File: src/rtl/alu_dispatch.sv
// alu_dispatch: dispatches one decoded RV32IM integer instruction (OP, OP-IMM,
// LUI, AUIPC) to an external registered ALU and returns the result to
// writeback.
//
// Flow: IDLE accepts an instruction and registers the ALU opcode and operands.
// EXEC waits ALU_LAT cycles and then captures alu_out. RESP holds the result
// until writeback takes it. Only one instruction is in flight, so the
// throughput is one instruction per ALU_LAT+2 cycles.
//
// ALU timing contract:
//   alu_op/alu_in1/alu_in2 are loaded on the accept edge. These registers are
//   the ALU's first stage, so alu_out must be valid ALU_LAT-1 edges after the
//   accept edge. alu_out is sampled on the edge that ends the last EXEC cycle.
//
// Ports:
//   clk, rst                     clock; synchronous active-high reset
//   in_valid/in_ready            instruction handshake
//   in_opcode/funct3/funct7      instruction encoding fields
//   in_rs1/in_rs2/in_imm/in_pc   source values, immediate, PC
//   in_rd                        destination register
//   alu_op/alu_in1/alu_in2       registered ALU opcode and operands
//   alu_out                      ALU result
//   wb_valid/wb_ready            result handshake
//   wb_rd/wb_data/wb_illegal     result record; wb_data is 0 when illegal
//
// Optional build macro ALU_DISPATCH_FWD_EN:
//   Adds in_rs1_idx/in_rs2_idx. On accept, an operand whose index matches the
//   last delivered, legal, rd!=0 result takes that result instead of the
//   regfile value.
module alu_dispatch #(
  parameter int ALU_LAT = 1,
  parameter int XLEN    = 32
) (
  input  logic            clk,
  input  logic            rst,
  input  logic            in_valid,
  output logic            in_ready,
  input  logic [6:0]      in_opcode,
  input  logic [2:0]      in_funct3,
  input  logic [6:0]      in_funct7,
  input  logic [XLEN-1:0] in_rs1,
  input  logic [XLEN-1:0] in_rs2,
  input  logic [XLEN-1:0] in_imm,
  input  logic [XLEN-1:0] in_pc,
  input  logic [4:0]      in_rd,
`ifdef ALU_DISPATCH_FWD_EN
  input  logic [4:0]      in_rs1_idx,
  input  logic [4:0]      in_rs2_idx,
`endif
  output logic [4:0]      alu_op,
  output logic [XLEN-1:0] alu_in1,
  output logic [XLEN-1:0] alu_in2,
  input  logic [XLEN-1:0] alu_out,
  output logic            wb_valid,
  input  logic            wb_ready,
  output logic [4:0]      wb_rd,
  output logic [XLEN-1:0] wb_data,
  output logic            wb_illegal
);

  localparam logic [6:0] OPC_OP    = 7'b0110011;
  localparam logic [6:0] OPC_IMM   = 7'b0010011;
  localparam logic [6:0] OPC_LUI   = 7'b0110111;
  localparam logic [6:0] OPC_AUIPC = 7'b0010111;
  localparam logic [6:0] F7_BASE   = 7'b0000000;
  localparam logic [6:0] F7_ALT    = 7'b0100000;
  localparam logic [6:0] F7_MULDIV = 7'b0000001;
  localparam logic [4:0] OP_ADD    = 5'h00;
  localparam int         CNT_W     = 3;

  typedef enum logic [1:0] {S_IDLE = 2'd0, S_EXEC = 2'd1, S_RESP = 2'd2} state_t;

  state_t            state_reg, state_next;
  logic [CNT_W-1:0]  cnt_reg, cnt_next;
  logic [4:0]        alu_op_reg, rd_reg, wb_rd_reg;
  logic [XLEN-1:0]   alu_in1_reg, alu_in2_reg, wb_data_reg;
  logic              ill_reg, wb_illegal_reg;

  logic [XLEN-1:0]   rs1_val, rs2_val;
  logic [4:0]        dec_op;
  logic [XLEN-1:0]   dec_in1, dec_in2;
  logic              dec_illegal;
  logic              is_shift;
  logic              accept, capture;

  assign accept  = (state_reg == S_IDLE) && in_valid;
  assign capture = (state_reg == S_EXEC) && (cnt_reg == CNT_W'(1));

  // Base-ISA opcode for funct3. alt selects SUB/SRA (funct7=0100000).
  function automatic logic [4:0] base_op(input logic [2:0] f3, input logic alt);
    case (f3)
      3'b000:  base_op = alt ? 5'h01 : 5'h00;
      3'b001:  base_op = 5'h02;
      3'b010:  base_op = 5'h08;
      3'b011:  base_op = 5'h09;
      3'b100:  base_op = 5'h03;
      3'b101:  base_op = alt ? 5'h05 : 5'h04;
      3'b110:  base_op = 5'h06;
      default: base_op = 5'h07;
    endcase
  endfunction

`ifdef ALU_DISPATCH_FWD_EN
  // Last result handed to writeback. fwd_ok_reg is set only when that result
  // is forwardable: it was legal and its rd was not x0.
  logic [4:0]      fwd_rd_reg;
  logic [XLEN-1:0] fwd_data_reg;
  logic            fwd_ok_reg;

  always_ff @(posedge clk) begin
    if (rst) begin
      fwd_rd_reg   <= '0;
      fwd_data_reg <= '0;
      fwd_ok_reg   <= 1'b0;
    end else if (wb_valid && wb_ready) begin
      fwd_rd_reg   <= wb_rd_reg;
      fwd_data_reg <= wb_data_reg;
      fwd_ok_reg   <= !wb_illegal_reg && (wb_rd_reg != 5'd0);
    end
  end

  assign rs1_val = (fwd_ok_reg && in_rs1_idx == fwd_rd_reg) ? fwd_data_reg : in_rs1;
  assign rs2_val = (fwd_ok_reg && in_rs2_idx == fwd_rd_reg) ? fwd_data_reg : in_rs2;
`else
  assign rs1_val = in_rs1;
  assign rs2_val = in_rs2;
`endif

  // Decode: choose the opcode and the operands. Flag unsupported encodings.
  always_comb begin
    dec_op      = OP_ADD;
    dec_in1     = '0;
    dec_in2     = '0;
    dec_illegal = 1'b0;
    is_shift    = (in_funct3 == 3'b001) || (in_funct3 == 3'b101);
    case (in_opcode)
      OPC_OP: begin
        dec_in1 = rs1_val;
        dec_in2 = rs2_val;
        if (in_funct7 == F7_MULDIV) begin
          // M group uses funct3 000..011. The divide half is not supported.
          dec_op      = {3'b100, in_funct3[1:0]};
          dec_illegal = in_funct3[2];
        end else begin
          if (in_funct7 == F7_BASE)
            dec_op = base_op(in_funct3, 1'b0);
          else if (in_funct7 == F7_ALT && (in_funct3 == 3'b000 || in_funct3 == 3'b101))
            dec_op = base_op(in_funct3, 1'b1);
          else
            dec_illegal = 1'b1;
          if (is_shift)
            dec_in2 = {{(XLEN-5){1'b0}}, rs2_val[4:0]};
        end
      end
      OPC_IMM: begin
        dec_in1 = rs1_val;
        dec_in2 = in_imm;
        if (in_funct3 == 3'b001) begin
          dec_op      = base_op(in_funct3, 1'b0);
          dec_illegal = (in_funct7 != F7_BASE);
        end else if (in_funct3 == 3'b101) begin
          dec_op      = base_op(in_funct3, in_funct7 == F7_ALT);
          dec_illegal = (in_funct7 != F7_BASE) && (in_funct7 != F7_ALT);
        end else begin
          // No SUBI exists, so funct7 is ignored for the non-shift forms.
          dec_op = base_op(in_funct3, 1'b0);
        end
        if (is_shift)
          dec_in2 = {{(XLEN-5){1'b0}}, in_imm[4:0]};
      end
      OPC_LUI: begin
        dec_in2 = in_imm;
      end
      OPC_AUIPC: begin
        dec_in1 = in_pc;
        dec_in2 = in_imm;
      end
      default: dec_illegal = 1'b1;
    endcase
  end

  // FSM: state register
  always_ff @(posedge clk) begin
    if (rst) begin
      state_reg <= S_IDLE;
      cnt_reg   <= '0;
    end else begin
      state_reg <= state_next;
      cnt_reg   <= cnt_next;
    end
  end

  // FSM: next state. Illegal instructions also pass through EXEC, so every
  // instruction takes the same number of cycles.
  always_comb begin
    state_next = state_reg;
    cnt_next   = cnt_reg;
    case (state_reg)
      S_IDLE: if (in_valid) begin
        state_next = S_EXEC;
        cnt_next   = CNT_W'(ALU_LAT);
      end
      S_EXEC: begin
        cnt_next = cnt_reg - CNT_W'(1);
        if (cnt_reg == CNT_W'(1))
          state_next = S_RESP;
      end
      S_RESP: if (wb_ready) state_next = S_IDLE;
      default: state_next = S_IDLE;
    endcase
  end

  // FSM: outputs
  always_comb begin
    in_ready = (state_reg == S_IDLE);
    wb_valid = (state_reg == S_RESP);
  end

  // Datapath registers. They load only on accept or capture, so everything
  // stays stable while a result waits for writeback.
  always_ff @(posedge clk) begin
    if (rst) begin
      alu_op_reg     <= '0;
      alu_in1_reg    <= '0;
      alu_in2_reg    <= '0;
      rd_reg         <= '0;
      ill_reg        <= 1'b0;
      wb_rd_reg      <= '0;
      wb_data_reg    <= '0;
      wb_illegal_reg <= 1'b0;
    end else begin
      if (accept) begin
        alu_op_reg  <= dec_op;
        alu_in1_reg <= dec_in1;
        alu_in2_reg <= dec_in2;
        rd_reg      <= in_rd;
        ill_reg     <= dec_illegal;
      end
      if (capture) begin
        wb_data_reg    <= ill_reg ? '0 : alu_out;
        wb_rd_reg      <= rd_reg;
        wb_illegal_reg <= ill_reg;
      end
    end
  end

  assign alu_op     = alu_op_reg;
  assign alu_in1    = alu_in1_reg;
  assign alu_in2    = alu_in2_reg;
  assign wb_rd      = wb_rd_reg;
  assign wb_data    = wb_data_reg;
  assign wb_illegal = wb_illegal_reg;

endmodule

File: config.mk
export PLATFORM = sky130hd
export DESIGN_NAME = alu_dispatch
export DESIGN_NICKNAME = d
export VERILOG_FILES = /design/src/rtl/alu_dispatch.sv
export SDC_FILE = /design/constraint.sdc
export NUM_CORES = 1
export LEC_CHECK = 0
export ABC_AREA = 1
export CAP_MARGIN = 10
export CORE_MARGIN = 4
export CORE_UTILIZATION = 41
export DETAILED_ROUTE_END_ITERATION = 7
export HOLD_SLACK_MARGIN = 0.15
export PLACE_DENSITY = 0.81
export SLEW_MARGIN = 20
export SYNTH_ARGS = -nofsm -noshare
export SYNTH_HDL_FRONTEND = slang
export SYNTH_SLANG_ARGS = --single-unit
export TNS_END_PERCENT = 10
File: constraint.sdc
create_clock -name clk -period 1.7 [get_ports clk]
set_clock_uncertainty 0.1 [all_clocks]
set_input_delay 0.34 -clock clk [delete_from_list [all_inputs] [get_ports clk]]
set_output_delay 0.34 -clock clk [all_outputs]
set_load 0.05 [all_outputs]
# Word level (Yosys, flattened, before mapping)
# Index checks and enable logic that the tools add are counted.
# W data, S select, Z words.
# totals
word_cells,73
regBits,118
out_inout_bits,109
inputBits,186
# op_classes
eq_ne,19
reduce_logical,15
muxes,28
addsub,1
# ops
cell,count
$mux W32,4
$pmux W32 S3,1
$pmux W32 S2,1
$pmux W4 S7,2
$eq A7 B6 Y1 const B,3
$pmux W4 S5,1
$eq A7 B5 Y1 const B,2
$mux W4,3
$mux W5,2
$pmux W5 S2,1
$eq A3 B3 Y1 const B,3
$eq A7 B1 Y1 const B,1
$logic_not A7 Y1,1
$ne A7 B6 Y1 const B,1
$reduce_bool A7 Y1,1
$eq A3 B1 Y1 const B,2
$eq A3 B2 Y1 const B,2
$mux W1,6
$mux W2,3
$pmux W2 S3,1
$pmux W3 S2,1
$logic_and A1 B1 Y1,4
$ne A2 B1 Y1 const B,2
$reduce_or A2 Y1,2
12 further kinds,13

# Logic depth before layout (Yosys ltp)
# Gate-level depths: netlist (run 1).
# depth
ltp_word,7
ltp_mapped,11
ltp_nobuf,9

# Least setup slack after synthesis (run 1)
# OpenSTA, ideal clock, no wires.
# synth_timing
path_kind,register to register
start,reg state_reg[1]
end,"reg alu_in2_reg[4], in the netlist alu_in2[4]"
path_buffers,2
synth_period_minus_slack_ps,1777
required_ps,1530
slack_ps,-77
path_stages_with_launch,8
arrival_time_ps,1606
setup_ps,70
path_cell_list,dfxtp_1 nor2_2 nand2_2 inv_2 buf_4 buf_2 nand2_1 a21oi_1
# synth_between
elab_chain_len,2
# synth_lines
item,line,source
"start, declared",73,"state_t state_reg, state_next;"
"start signal, assigned",188,state_reg <= state_next;
$logic_not A2 Y1,--,
via in_ready,37,"output logic in_ready,"
$logic_and A1 B1 Y1,86,assign accept = (state_reg == S_IDLE) && in_valid;
"end signal, assigned",235,alu_in2_reg <= dec_in2;
"end, declared",76,"logic [XLEN-1:0] alu_in1_reg, alu_in2_reg, wb_data_reg;"
# The timed path passes the listed nets, and every way through them passes these cells.
# A chain may end at the register's enable or synchronous reset.

# Worst setup path after layout (run 1)
# layout_timing
start,in in_opcode[0]
end,"reg alu_in2_reg[12], in the netlist alu_in2[12]"
# layout_between
elab_chain_len,3
word_cells_on_any_way,6
classes_between,4 x eq/ne; 1 x mux; 1 x reduce/logical
# layout_lines
item,line,source
"start, declared",38,"input logic [6:0] in_opcode,"
$eq A7 B5 Y1 or $eq A7 B6 Y1 (tied branches),136,case (in_opcode)
$reduce_or A2 Y1 (no source line),--,
$pmux W32 S3 (*),136,
# Every way passes the cells marked *; elsewhere a longest branch is shown, timed or not.

==> results of run 1 <==
-- cells in the mapped netlist (6+ instances only) --
cell / instances
sky130_fd_sc_hd__nand2_2: 7
sky130_fd_sc_hd__nand2_1: 243
sky130_fd_sc_hd__buf_2: 33
sky130_fd_sc_hd__nand3_1: 101
sky130_fd_sc_hd__nor2_1: 77
sky130_fd_sc_hd__a22oi_1: 32
sky130_fd_sc_hd__o21ai_0: 20
sky130_fd_sc_hd__inv_1: 102
sky130_fd_sc_hd__o211ai_1: 32
sky130_fd_sc_hd__a21oi_1: 41
sky130_fd_sc_hd__nor3_1: 28
sky130_fd_sc_hd__clkbuf_1: 22
sky130_fd_sc_hd__dfxtp_1: 118
sky130_fd_sc_hd__buf_4: 6
sky130_fd_sc_hd__nand3b_1: 23
-- critical path: stages --
cell and delay (ps):
sky130_fd_sc_hd__clkdlybuf4s50_1 530, sky130_fd_sc_hd__nand2_4 110, sky130_fd_sc_hd__nor2_4 110, sky130_fd_sc_hd__nand2_4 80, sky130_fd_sc_hd__buf_4 200, sky130_fd_sc_hd__nor3_1 190
sky130_fd_sc_hd__nand2_1 70, sky130_fd_sc_hd__nand2_1 70, sky130_fd_sc_hd__nand2_1 40, sky130_fd_sc_hd__a21oi_1 120
-- routing by layer --
metal,up-vias,GRT usage [%],share of wire [%]
met3,39,7.46,8.7
met4,2,7.58,2.1
met5,-,0,0.039
met1,3151,26.4,39
met2,251,41.7,50
li1,3514,-,-
-- final timing paths --
check                                    to  slack (ps)  cells past startpoint
worst min register to register   cnt_reg[1]         360                      2
worst min-delay path            wb_data[23]         330                      3
worst max register to register  wb_data[20]         130                      6
worst max-delay path            alu_in2[12]          60                     10
-- per-stage QoR --
stage | util (%) | instance area, sq um | TNS, ps
after detailed placement | 64.3 | 9310 | -19000
after global placement | 64.3 | 9310 | -16340
after global routing | 68.6 | 9930 | 0
final | 68.6 | 9930 | 0
after CTS | 68.3 | 9890 | 0
after floorplan | - | 6050 | 0
-- power by group --
group	total [mW]	leakage, nW	internal (mW)	switching (mW)
clock network	3.51	0.284	2.15	1.36
registers	2.99	0.961	2.91	0.0862
logic	1.87	3.26	0.844	1.02
total	8.37	4.51	5.90	2.47
-- logic make-up (layout without fill, tap and decap cells) --
group	count (synthesis)	in the layout	synth area share (%)
AO/OA/AOI/OAI	125	125	13.0
AND/OR/NAND/NOR	491	491	35.9
buffers and inverters	169	477	11.7
flip-flops	118	118	39.0
adder cells (fa/ha/maj)	2	2	0.414
-- layout make-up --
class | instances | area [sq um]
clock buffers | 20 | 467
clock inverters | 12 | 116
fillers | 1266 | 4550
flip-flops and latches | 118 | 2360
repair buffers | 339 | 3340
multi-input cells | 618 | 3020
well taps | 184 | 230
inverters | 106 | 399
-- what timing repair did --
| action | CTS | global route |
|---|---|---|
| setup endpoints to repair | 0 | 24 |
| setup buffers | 0 | 1 |
| resized for setup | 0 | 7 |
==> impl.org, run 1 <==
** Finish
- Antenna cells :: 0
- From synthesis to final layout, the design area changed by 64.2%.
- The top cell types in the final layout, fill and taps aside, are sky130_fd_sc_hd__nand2_1 (243), sky130_fd_sc_hd__clkdlybuf4s50_1 (184), sky130_fd_sc_hd__buf_4 (126), sky130_fd_sc_hd__dfxtp_1 (118), sky130_fd_sc_hd__inv_1 (102).
- Leaving out filler cells and counting taps, the final layout contains 1397.
- Most common cell after layout, fill and taps aside :: sky130_fd_sc_hd__nand2_1
- Nets@finish :: 1388
- Fraction of layout cells with a size suffix above 1 :: 17.6%

** Synthesis
- Post-synthesis cell count :: 905
- Yosys mapped the design onto 24 distinct sky130hd cell types.
- Primary flip-flop cell chosen by synthesis mapping :: sky130_fd_sc_hd__dfxtp_1
- By area the synthesized netlist is led by sky130_fd_sc_hd__dfxtp_1 (39%), sky130_fd_sc_hd__nand2_1 (15%), sky130_fd_sc_hd__nand3_1 (8.4%).
- Yosys reg bits :: 118
- Fraction of post-synthesis cell area in the top cell type by area :: 39.0%
- Share of flip-flops with an asynchronous set or reset after synthesis :: 0%
- After synthesis, the mean cell area works out to 6.68 sq um.
- Counting every net in the synthesized netlist gives 1093.
- Summing the sequential cell areas from Yosys gives 39.0% of the chip area.
- Number of synthesized flops with an enable pin :: 0
- Dominant cell type by area after synthesis :: sky130_fd_sc_hd__dfxtp_1
- Yosys printed 0 warnings.
- Netlist Area Pre-Place :: 0.00605 sq mm

** Floorplanning
- The core region is 0.0145 sq mm.
- Floorplan row count :: 44
- IO Pins :: 295
- The die is 129 microns tall.
- Once the floorplan was initialized, standard cells occupied 41.8% of the core.
- The floorplan step defined a die boundary enclosing 0.0168 sq mm.
- Die Span X :: 129 microns

** Worst hold path
- In this run the most critical hold path is launched from rst.
- Path class of the lowest-slack min-delay path :: in -> reg

** Route
- In the routed layout, each cell is associated on average with a via count of 4.98.
- In the routed design, unresolved DRC markers number 0.
- The detailed router finished its first iteration with 378 violations.
- Total length of routed wires :: 20600 microns
- Remaining antenna violation count after routing :: 0
- The first detailed-routing pass ran for 7 iterations.
- Routed wire per std cell :: 14.7 microns
- Via Count :: 6957

** Timing
- Smallest setup slack after layout :: 62.9 ps
- Max-slew violation total from the final report :: 0
- Timing would allow up to 611 MHz.
- Crit share post-route :: 96.3%
- RSZ-0062 raised after global routing :: false
- Relative slew slack :: 78.2%
- Count of endpoints failing hold in the final timing report :: 0
- Across all hold checks on the routed design, the worst slack comes to 325 ps.
- Setup violators final :: 0
- Transition at the pin with the smallest max-transition slack :: 327 ps
- Min Clock Period, post-route :: 1640 ps

** Clocking
- The tree built by TritonCTS fans out to 118 sinks.
- Post-CTS clock slew at the launch and capture registers of the worst setup and hold paths :: 60 ps
- Root buffer cell :: sky130_fd_sc_hd__clkbuf_16
- In this run the number of H-tree levels came out at 4.
- The longest clock path from root to sink contains 2 buffers.
- CTS tree :: built
- Number of CTS-inserted buffers :: 17
- Number of hold buffers added after cts :: 0
- Clock latency on the worst-skew pair :: 410 ps

** Job
- Max-cap violations in this run came to 0.

** Global route
- Vias in the first global route :: 6466
- Wire length of the first global-routing pass :: 31200 microns
- Entering global routing, the biggest net connects 71 pins.
- In the global route stage, overall resource usage came out at 23.4%.
- Initial antenna violation count :: 1
- Summed over all layers, the global routing overflow is 0.

** Placed design
- The number of placed instances, taps included, is 1364.
- Port Buffer Count :: 294
- RD Place Congestion :: 0.860
- The wire-length estimate of the detail-placed layout is 15300 microns.
- Setup Slack @ Placement :: -350 ps

** Power
- Leakage power summed over all cells :: 4.51 nW
- The design draws 8.37 mW.
- In this run the power density over the cells is 843 mW/mm^2.
- Maximum vdd drop :: 0.000772 V

** Worst setup path
- At the worst endpoint, the required time is 1940 ps.
- Critical Path End Type :: register
- The worst register-to-register path begins at state_reg[0].
- Type of the worst setup path :: in -> reg
- STA puts the critical path data arrival time at 1870 ps.
- Startpoint class of the critical path :: input pin
- Launching instance or port of the critical path :: in_opcode[0]
- Of all nets on the critical path, the largest fanout is 14.

** Status
- Status :: complete, no violations
No activity file was read; power rests on OpenSTA's default activity.
==> inputs of run 2 (changes only) <==
- CAP_MARGIN: 10 -> default
==> results of run 2 <==
Same layout as run 1: the final DEF is identical, and so are final timing and power.
